===== src/rtl/anubis_pkg.sv =====
// Shared Anubis constants, the key-reverser state type and a GF(2^8) doubling helper.
package anubis_pkg;

  localparam int ANUBIS_BLOCK_W   = 128;
  localparam int ANUBIS_MAX_RKEYS = 19;
  localparam int ANUBIS_RIDX_W    = 5;

  typedef enum logic {
    LOAD  = 1'b0,
    DRAIN = 1'b1
  } keyrev_state_e;

  // Multiply by x in GF(2^8) modulo x^8+x^4+x^3+x^2+1.
  function automatic logic [7:0] gf_xtime(input logic [7:0] a);
    gf_xtime = {a[6:0], 1'b0} ^ (a[7] ? 8'h1D : 8'h00);
  endfunction

endpackage


===== src/rtl/anubis_decrypt_key_reverser_if.sv =====
// Key-stream bus for the decryption key reverser; the flush signal exists only with
// ANUBIS_KEYREV_FLUSH_EN defined.
interface anubis_decrypt_key_reverser_if;
  import anubis_pkg::*;

  // Handshakes: a word moves on a rising edge where valid and ready are both high;
  // valid never depends on ready, and payload holds stable while valid waits on ready.
  logic                      in_valid;
  logic                      in_ready;
  logic [ANUBIS_BLOCK_W-1:0] in_key;
  logic                      out_valid;
  logic                      out_ready;
  logic [ANUBIS_BLOCK_W-1:0] out_key;
  logic [ANUBIS_RIDX_W-1:0]  out_round;
  logic                      out_last;
  logic                      busy;
  keyrev_state_e             dbg_state;
`ifdef ANUBIS_KEYREV_FLUSH_EN
  logic                      flush;
`endif

  modport slave (
    input  in_valid, in_key, out_ready,
`ifdef ANUBIS_KEYREV_FLUSH_EN
    input  flush,
`endif
    output in_ready, out_valid, out_key, out_round, out_last, busy, dbg_state
  );

  modport master (
    output in_valid, in_key, out_ready,
`ifdef ANUBIS_KEYREV_FLUSH_EN
    output flush,
`endif
    input  in_ready, out_valid, out_key, out_round, out_last, busy, dbg_state
  );

endinterface


===== src/rtl/Anubis_Theta_Function.sv =====
// Anubis theta: each 4-byte row of the 4x4 state is multiplied by had(01,02,04,06) over GF(2^8).
module Anubis_Theta_Function
  import anubis_pkg::*;
(
  input  logic [ANUBIS_BLOCK_W-1:0] data_i,
  output logic [ANUBIS_BLOCK_W-1:0] data_o
);

  function automatic logic [31:0] theta_row(input logic [31:0] row);
    logic [7:0] a  [4];
    logic [7:0] x2 [4];
    logic [7:0] x4 [4];
    logic [7:0] x6 [4];
    for (int k = 0; k < 4; k++) begin
      a[k]  = row[31-8*k -: 8];
      x2[k] = gf_xtime(a[k]);
      x4[k] = gf_xtime(x2[k]);
      x6[k] = x2[k] ^ x4[k];
    end
    // Column j picks coefficient h[k^j] for row byte k, h = {01,02,04,06}.
    theta_row = {a[0]  ^ x2[1] ^ x4[2] ^ x6[3],
                 x2[0] ^ a[1]  ^ x6[2] ^ x4[3],
                 x4[0] ^ x6[1] ^ a[2]  ^ x2[3],
                 x6[0] ^ x4[1] ^ x2[2] ^ a[3]};
  endfunction

  for (genvar r = 0; r < 4; r++) begin : g_row
    assign data_o[ANUBIS_BLOCK_W-1-32*r -: 32] = theta_row(data_i[ANUBIS_BLOCK_W-1-32*r -: 32]);
  end

endmodule


===== src/rtl/anubis_decrypt_key_reverser.sv =====
// Buffers one set of encryption round keys and replays it reversed as decryption round keys.
// Optional ANUBIS_KEYREV_FLUSH_EN adds a flush input that abandons the current set.
module anubis_decrypt_key_reverser
  import anubis_pkg::*;
#(
  parameter int NUM_RKEYS = 13
) (
  input logic clk,
  input logic rst,
  anubis_decrypt_key_reverser_if.slave bus
);

  localparam int AW = $clog2(NUM_RKEYS);
  localparam logic [ANUBIS_RIDX_W-1:0] LAST_IDX   = ANUBIS_RIDX_W'(NUM_RKEYS - 1);
  localparam logic [ANUBIS_RIDX_W-1:0] PENULT_IDX = ANUBIS_RIDX_W'(NUM_RKEYS - 2);

  keyrev_state_e             state_q;
  logic [ANUBIS_RIDX_W-1:0]  wr_cnt_q;
  logic [ANUBIS_RIDX_W-1:0]  rd_idx_q;
  logic [ANUBIS_RIDX_W-1:0]  out_round_q;
  logic                      out_valid_q;
  logic                      out_last_q;
  logic [ANUBIS_BLOCK_W-1:0] out_key_q;
  logic [ANUBIS_BLOCK_W-1:0] out_key_d;
  logic [ANUBIS_BLOCK_W-1:0] mem_q [NUM_RKEYS];
  logic [ANUBIS_BLOCK_W-1:0] rd_raw;
  logic [ANUBIS_BLOCK_W-1:0] rd_theta;
  logic                      abandon;
  logic                      in_fire;
  logic                      out_fire;

`ifdef ANUBIS_KEYREV_FLUSH_EN
  assign abandon = rst | bus.flush;
`else
  assign abandon = rst;
`endif

  assign in_fire  = (state_q == LOAD) & bus.in_valid;
  assign out_fire = out_valid_q & bus.out_ready;

  // Buffer is not reset; a write only happens while loading.
  always_ff @(posedge clk) begin
    if (in_fire && !abandon) begin
      mem_q[wr_cnt_q[AW-1:0]] <= bus.in_key;
    end
  end

  // rd_idx_q already points at the key for the next round; K0 leaves the buffer unmodified.
  assign rd_raw = mem_q[rd_idx_q[AW-1:0]];

  Anubis_Theta_Function u_theta (
    .data_i (rd_raw),
    .data_o (rd_theta)
  );

  assign out_key_d = (rd_idx_q == '0) ? rd_raw : rd_theta;

  always_ff @(posedge clk) begin
    if (abandon) begin
      state_q     <= LOAD;
      wr_cnt_q    <= '0;
      rd_idx_q    <= '0;
      out_valid_q <= 1'b0;
      out_key_q   <= '0;
      out_round_q <= '0;
      out_last_q  <= 1'b0;
    end else begin
      case (state_q)
        LOAD: begin
          if (in_fire) begin
            if (wr_cnt_q == LAST_IDX) begin
              // The final key goes straight out as K'0 while it is also written to the buffer.
              state_q     <= DRAIN;
              wr_cnt_q    <= '0;
              rd_idx_q    <= PENULT_IDX;
              out_valid_q <= 1'b1;
              out_key_q   <= bus.in_key;
              out_round_q <= '0;
              out_last_q  <= 1'b0;
            end else begin
              wr_cnt_q <= wr_cnt_q + 1'b1;
            end
          end
        end
        DRAIN: begin
          if (out_fire) begin
            if (out_last_q) begin
              state_q     <= LOAD;
              rd_idx_q    <= '0;
              out_valid_q <= 1'b0;
              out_round_q <= '0;
              out_last_q  <= 1'b0;
            end else begin
              out_key_q   <= out_key_d;
              out_round_q <= out_round_q + 1'b1;
              out_last_q  <= ((out_round_q + 1'b1) == LAST_IDX);
              if (rd_idx_q != '0) begin
                rd_idx_q <= rd_idx_q - 1'b1;
              end
            end
          end
        end
        default: state_q <= LOAD;
      endcase
    end
  end

  assign bus.in_ready  = (state_q == LOAD);
  assign bus.out_valid = out_valid_q;
  assign bus.out_key   = out_key_q;
  assign bus.out_round = out_round_q;
  assign bus.out_last  = out_last_q;
  assign bus.busy      = (state_q == DRAIN) | (wr_cnt_q != '0);
  assign bus.dbg_state = state_q;

endmodule


===== src/flat_wrapper.sv =====
// flat-port wrapper written by rule: the top's interface ports become plain ports
module anubis_decrypt_key_reverser_flat import anubis_pkg::*;
#(
  parameter int NUM_RKEYS = 13
)
  (clk, rst, bus_in_valid, bus_in_key, bus_out_ready, bus_in_ready, bus_out_valid, bus_out_key, bus_out_round, bus_out_last, bus_busy, bus_dbg_state);
  anubis_decrypt_key_reverser_if bus_i ();
  input logic clk;
  input logic rst;
  input wire logic [$bits(bus_i.in_valid)-1:0] bus_in_valid;
  input wire logic [$bits(bus_i.in_key)-1:0] bus_in_key;
  input wire logic [$bits(bus_i.out_ready)-1:0] bus_out_ready;
  output wire logic [$bits(bus_i.in_ready)-1:0] bus_in_ready;
  output wire logic [$bits(bus_i.out_valid)-1:0] bus_out_valid;
  output wire logic [$bits(bus_i.out_key)-1:0] bus_out_key;
  output wire logic [$bits(bus_i.out_round)-1:0] bus_out_round;
  output wire logic [$bits(bus_i.out_last)-1:0] bus_out_last;
  output wire logic [$bits(bus_i.busy)-1:0] bus_busy;
  output wire logic [$bits(bus_i.dbg_state)-1:0] bus_dbg_state;
  assign bus_i.in_valid = bus_in_valid;
  assign bus_i.in_key = bus_in_key;
  assign bus_i.out_ready = bus_out_ready;
  assign bus_in_ready = bus_i.in_ready;
  assign bus_out_valid = bus_i.out_valid;
  assign bus_out_key = bus_i.out_key;
  assign bus_out_round = bus_i.out_round;
  assign bus_out_last = bus_i.out_last;
  assign bus_busy = bus_i.busy;
  assign bus_dbg_state = bus_i.dbg_state;
  anubis_decrypt_key_reverser #(.NUM_RKEYS(NUM_RKEYS)) u_core (.clk(clk), .rst(rst), .bus(bus_i));
endmodule

===== config.mk =====
export PLATFORM = sky130hd
export DESIGN_NAME = anubis_decrypt_key_reverser_flat
export DESIGN_NICKNAME = d
export VERILOG_FILES = /design/src/rtl/anubis_pkg.sv /design/src/rtl/anubis_decrypt_key_reverser_if.sv /design/src/rtl/Anubis_Theta_Function.sv /design/src/rtl/anubis_decrypt_key_reverser.sv /design/src/flat_wrapper.sv
export SDC_FILE = /design/constraint.sdc
export NUM_CORES = 2
export LEC_CHECK = 0
export ABC_CLOCK_PERIOD_IN_PS = 26000
export CAP_MARGIN = 20
export CORE_ASPECT_RATIO = 1.2
export CORE_MARGIN = 2
export CORE_UTILIZATION = 55
export DETAILED_ROUTE_END_ITERATION = 6
export PLACE_DENSITY = 0.84
export SETUP_SLACK_MARGIN = 0.2
export SKIP_LAST_GASP = 1
export SLEW_MARGIN = 25
export SYNTH_ARGS = -nofsm -noshare
export SYNTH_HDL_FRONTEND = slang
export SYNTH_SLANG_ARGS = --single-unit

===== constraint.sdc =====
create_clock -name clk -period 26 [get_ports clk]
set_input_delay 5.2 -clock clk [delete_from_list [all_inputs] [get_ports clk]]
set_output_delay 5.2 -clock clk [all_outputs]
set_load 0.03 [all_outputs]

# After elaboration in Yosys (flattened, before gate mapping)
# Memory sizes are Yosys's and may differ from the RTL's. A register that Yosys moved wholly into a read port is not among the register bits.
# Cells that the tools add are included.
# totals
elab_cells	198
memories	1
ff_bits	146
output_inout_bits	138
inputBits	132
ramBits	1664
# mem_list
name	words	width	read_ports	rd_ports_with_merged_regs	wr	line_no	text
u_core.mem_q	13	128	1	1	1	anubis_decrypt_key_reverser.sv:25	logic [ANUBIS_BLOCK_W-1:0] mem_q [NUM_RKEYS];
# op_classes
mux	69
bitwise_logic	100
eq_ne	8
reduce_logical	10
add_sub_neg	3
# ops
operator	count
two-way mux 128 bit	5
bitwise XOR 8 bit	65
one-hot mux 128 bit (2 select lines)	1
bitwise XOR 8 x 5 -> 8 bit	31
two-way mux 5 bit	42
one-hot mux 5 bit (2 select lines)	2
two-way mux 1 bit	14
AND reduction 4 bit	3
adder 5 x 1 -> 5 bit (second input constant)	2
equality test 5 x 4 -> 1 bit (second input constant)	2
nonzero test 5 bit	2
two-way mux 4 bit	2
!= test 2 bit (second input constant)	3
one-hot mux 1 bit (2 select lines)	3
zero test 5 bit	1
subtractor 5 x 1 -> 5 bit (second input constant)	1
!= test 2 x 1 -> 1 bit (second input constant)	2
!= test 3 bit (second input constant)	1
AND reduction 3 bit	1
bitwise AND 1 bit	2
AND reduction 2 bit	1
logical AND 1 bit	1
zero test 1 bit	1
NOT 1 bit	1
bitwise OR 1 bit	1

# Depth between registers and ports, before layout
# depth
ltp_word	12
depth_mapped	15
depth_no_buf	10

# Cells and area by module
# From an unflattened synthesis, not the netlist that was laid out.
# hier_totals
hier_cells	4484
hier_area_um2	76589.7
# modules_own_cells
mod	cells_each	area_per_inst_um2	n_inst	seq_area_each_um2
anubis_decrypt_key_reverser	4004	71571.1	1	52970.8
Anubis_Theta_Function	480	5018.6	1	0.0

# Worst setup path before layout
# No wires, ideal clock.
# synth_path
kind	input-to-reg
startpoint	input rst
endpoint	memory u_core.mem_q[12][0], enable pin
path_stages	3
setup_slack_ns	6.290
n_path_buf	2
setup_ns	0.973
t_arrival_ns	18.737
t_required_ns	25.027
path_cell_list	buf_4 > clkbuf_1 > nor4b_1
# synth_via
elab_chain_len	4
# synth_rtl
element	line_no	text
start: declaration	flat_wrapper.sv:9	input logic rst;
zero test 1 bit	anubis_decrypt_key_reverser.sv:43	if (in_fire && !abandon) begin
logical AND 1 bit	anubis_decrypt_key_reverser.sv:43	
two-way mux 1 bit	anubis_decrypt_key_reverser.sv:43	
two-way mux 1 bit (not written as such)	anubis_decrypt_key_reverser.sv:44	mem_q[wr_cnt_q[AW-1:0]] <= bus.in_key;
end: declaration	anubis_decrypt_key_reverser.sv:25	
# No other way between the ends.

# Worst setup path in the final report
# layout_path
startpoint	input bus_in_valid
endpoint	memory u_core.mem_q[7][17], enable pin
# layout_via
elab_chain_len	4
# layout_rtl
element	line_no	text
start: declaration	flat_wrapper.sv:10	input wire logic [$bits(bus_i.in_valid)-1:0] bus_in_valid;
bitwise AND 1 bit	anubis_decrypt_key_reverser.sv:38	assign in_fire = (state_q == LOAD) & bus.in_valid;
logical AND 1 bit	anubis_decrypt_key_reverser.sv:43	
two-way mux 1 bit	anubis_decrypt_key_reverser.sv:43	
two-way mux 1 bit (not written as such)	anubis_decrypt_key_reverser.sv:44	
# No other way between the ends.

==> results.sh <==
export IMPL_status="finished, final reports clean"
export IMPL_synth_area_top_cells="edfxtp_1 (67%), mux4_2 (13%), dfxtp_1 (4.0%)"
export IMPL_wl_per_cell_um=33.66
export IMPL_synth_area_leader_cell="edfxtp_1"
export IMPL_setup_viol=0
export IMPL_cts_hold_fix_buffers=0
export IMPL_hold_path_class="flop to flop"
export IMPL_path_max_fanout=68
export IMPL_io_pins=270
export IMPL_grt_pass1_wl_mm=291.1
export IMPL_synth_seq_cells=1814
export IMPL_worst_pin_slew_ns=1.132
export IMPL_cts_root_buf="clkbuf_16"
export IMPL_vias=41261
export IMPL_grt_use_total=0.2926
export IMPL_drtIter0Drc=6874
export IMPL_post_cts_resized=0
export IMPL_synth_edf_count=1664
export IMPL_clock_skew_ns=0.05983
export IMPL_min_period_ns=8.297
export IMPL_antenna_found_initial=45
export IMPL_drive_above_1_share=0.1948
export IMPL_drc=0
export IMPL_cts_path_max_buffers=3
export IMPL_antenna_left=0
export IMPL_drv_slew=0
export IMPL_fin_crit_sh=0.3191
export IMPL_fp_dieW_um=341.2
export IMPL_syn_avg_cell_area_um2=19.40
export IMPL_start_util=0.5535
export IMPL_worst_setup_path_type="input port to flop"
export IMPL_critPathRequiredTime_ns=26.41
export IMPL_grt_start_max_net_pins=131
export IMPL_busiest_layer="met2"
export IMPL_grt_overflow=0
export IMPL_syn_cell_area_um2=75020
export IMPL_drt_pass1_iter_count=6
export IMPL_power_mw=5.986
export IMPL_numCtsBuffers=162
export IMPL_layout_nets=4291
export IMPL_syn_to_final_growth_pct=13.14
export IMPL_place_gp_congestion=0.8759
export IMPL_yosysUniqueCellTypes=67
export IMPL_clk_pin_slew_ns=0.07
export IMPL_finalWirelength_mm=205.8
export IMPL_yosysSeqAreaShare=0.7061
export IMPL_final_hold_viol_count=0
export IMPL_leakagePower_nw=26.48
export IMPL_cts_sinks=1814
export IMPL_p_per_area_nw_per_um2=70.53
export IMPL_cts_tree="done"
export IMPL_synth_fp_nets=4008
export IMPL_grt_pass1_vias=40574
export IMPL_ys_async_sr_fraction=0
export IMPL_finalSetupTns_ns=0
export IMPL_synth_top_area_frac=0.6660
export IMPL_grt_use_met1=0.3935
export IMPL_numPortBuffers=269
export IMPL_via_per_inst=6.751
export IMPL_postCtsSetupBuffers=0
export IMPL_gr_usage_met3=0.07919
export IMPL_final_util=0.6262
export IMPL_dieArea_um2=139400
export IMPL_die_h_um=408.6
export IMPL_max_slew_margin=0.2451
export IMPL_cp_end_kind="flop"
export IMPL_globalRouteMet2Util=0.4526
export IMPL_clock_latency_ns=0.84
export IMPL_cap_violations=0
export IMPL_htree_levels=4
export IMPL_crit_arrival_ns=8.71
export IMPL_yosys_most_used_dff="edfxtp_1"
export IMPL_startpoint_type="input port"
export IMPL_ir_worst_vdd_uv=78.15
export IMPL_netlist_instances=3868
export IMPL_rsz0062_at_grt="false"
export IMPL_core_area_um2=135600
export IMPL_fmax_mhz=120.5
export IMPL_rows=148
export IMPL_whs_ns=0.4803
export IMPL_synth_warning_count=0
export IMPL_hpwlAfterDp_mm=121.0
-- kinds of logic (layout without fill, tap and decap cells) --
| kind of cell | count (synthesis) | after routing | synth area share |
|---|---|---|---|
| adder cells (fa/ha/maj) | 8 | 8 | 0.001334 |
| multiplexers | 600 | 600 | 0.1586 |
| AO/OA/AOI/OAI | 350 | 350 | 0.02959 |
| XOR/XNOR | 418 | 418 | 0.05822 |
| other | 0 | 25 | 0 |
| buffers and inverters | 226 | 645 | 0.01830 |
| flip-flops | 1814 | 1814 | 0.7061 |
| AND/OR/NAND/NOR | 452 | 452 | 0.02789 |
-- registers in the layout, summed over array words and instances, names as in the netlist, named ones only --
register and count:
u_core.mem_q 1664, u_core.bus.out_round 5, u_core.wr_cnt_q 5, u_core.bus.out_last 1
u_core.rd_idx_q 5, u_core.bus.out_key 128, u_core.bus.out_valid 1, u_core.bus.dbg_state 1
-- placed cells by master, fill, tap and decap left out, drive strengths merged, types with 10 or more instances in the layout --
| master | count |
|---|---|
| mux4 | 456 |
| a31oi | 18 |
| a211oi | 16 |
| inv | 17 |
| o21ai | 99 |
| and4 | 10 |
| or3 | 45 |
| mux2i | 113 |
| clkinv | 58 |
| xnor3 | 32 |
| clkdlybuf4s50 | 268 |
| nor2 | 154 |
| clkbuf | 209 |
| mux2 | 31 |
| xnor2 | 269 |
| edfxtp | 1664 |
| and3 | 16 |
| buf | 68 |
| nand3 | 22 |
| xor2 | 113 |
| a21oi | 113 |
| nor3 | 10 |
| a311o | 31 |
| nand2 | 142 |
| diode | 25 |
| o22ai | 16 |
| and2 | 27 |
| bufinv | 18 |
| a211o | 22 |
| dfxtp | 150 |
-- cell usage after synthesis, types with 4 or more instances --
library cell  count
o21a_1            4
dfxtp_1         150
a31oi_1          17
nor2_1          154
xnor2_1         246
xor3_1            4
o21ai_0          88
a21oi_1         110
xnor3_1          32
clkbuf_1         94
buf_6            30
and4_1           10
buf_1             9
buf_2            40
mux4_1           31
buf_4            35
inv_1             8
edfxtp_1       1664
a211o_1          22
a31o_2            5
a211oi_1         15
nand3_1          22
nand4_1           5
o22ai_1          16
mux4_2          425
buf_12            6
o21ai_1          10
mux2_2           31
a311oi_1          8
nor4b_1           5
ha_1              8
mux2i_1         109
xnor2_2          20
a22oi_1           5
and2_1           27
nand2b_1          4
and3_1           16
nand2_1         142
or3_1            45
a311o_1          31
xor2_1          113
nor3_1           10
-- critical path, cell delays in order --
cell	delay [ns]
clkdlybuf4s50_1	0.49
nand2_1	0.18
nor4b_1	0.81
and2_4	0.27
buf_6	0.66
buf_4	0.95
-- per-layer routing --
layer / up-vias / wire (µm)
met3: 530 / 26440
met1: 21154 / 71990
li1: 16127 / -
met4: 28 / 9456
met2: 3422 / 97670
met5: - / 192
-- power by group --
group | switching [mW] | internal (mW) | total [mW]
logic | 0.185 | 0.113 | 0.298
clock network | 1.10 | 1.38 | 2.48
registers | 0.00595 | 3.20 | 3.21
-- layout make-up --
| cell class | instances | area (µm²) |
|---|---|---|
| antenna | 25 | 62.56 |
| clock buffer | 209 | 4342 |
| clock inverter | 91 | 1182 |
| fill | 8695 | 50670 |
| inverter | 9 | 46.29 |
| multi-input combinational | 1828 | 20730 |
| sequential | 1814 | 52990 |
| tap | 1800 | 2252 |
| timing repair buffer | 336 | 3274 |
-- per-stage QoR --
stage | std cells | setup slack (ns) | cell area [µm²]
3_3_place_gp | 5785 | 16.86 | 79230
2_1_floorplan | 3868 | 6.290 | 75020
4_1_cts | 6086 | 17.49 | 84790
3_5_place_dp | 5786 | 16.73 | 79270
5_1_grt | 6109 | 17.60 | 84870
6_report | 6112 | 17.70 | 84880
-- final timing paths --
kind                                              from                                    to  slack (ns)  cells past startpoint
setup / recovery                          bus_in_valid         u_core.mem_q[7][17]$_DFFE_PP_       17.70                      6
hold / removal    u_core.bus.out_key[119]$_SDFFE_PP0P_  u_core.bus.out_key[119]$_SDFFE_PP0P_        0.48                      2
setup reg to reg                                  flop    u_core.bus.out_key[3]$_SDFFE_PP0P_       18.69                     13
hold reg to reg   u_core.bus.out_key[119]$_SDFFE_PP0P_  u_core.bus.out_key[119]$_SDFFE_PP0P_        0.48                      2
(Power assumes the default switching activity.)
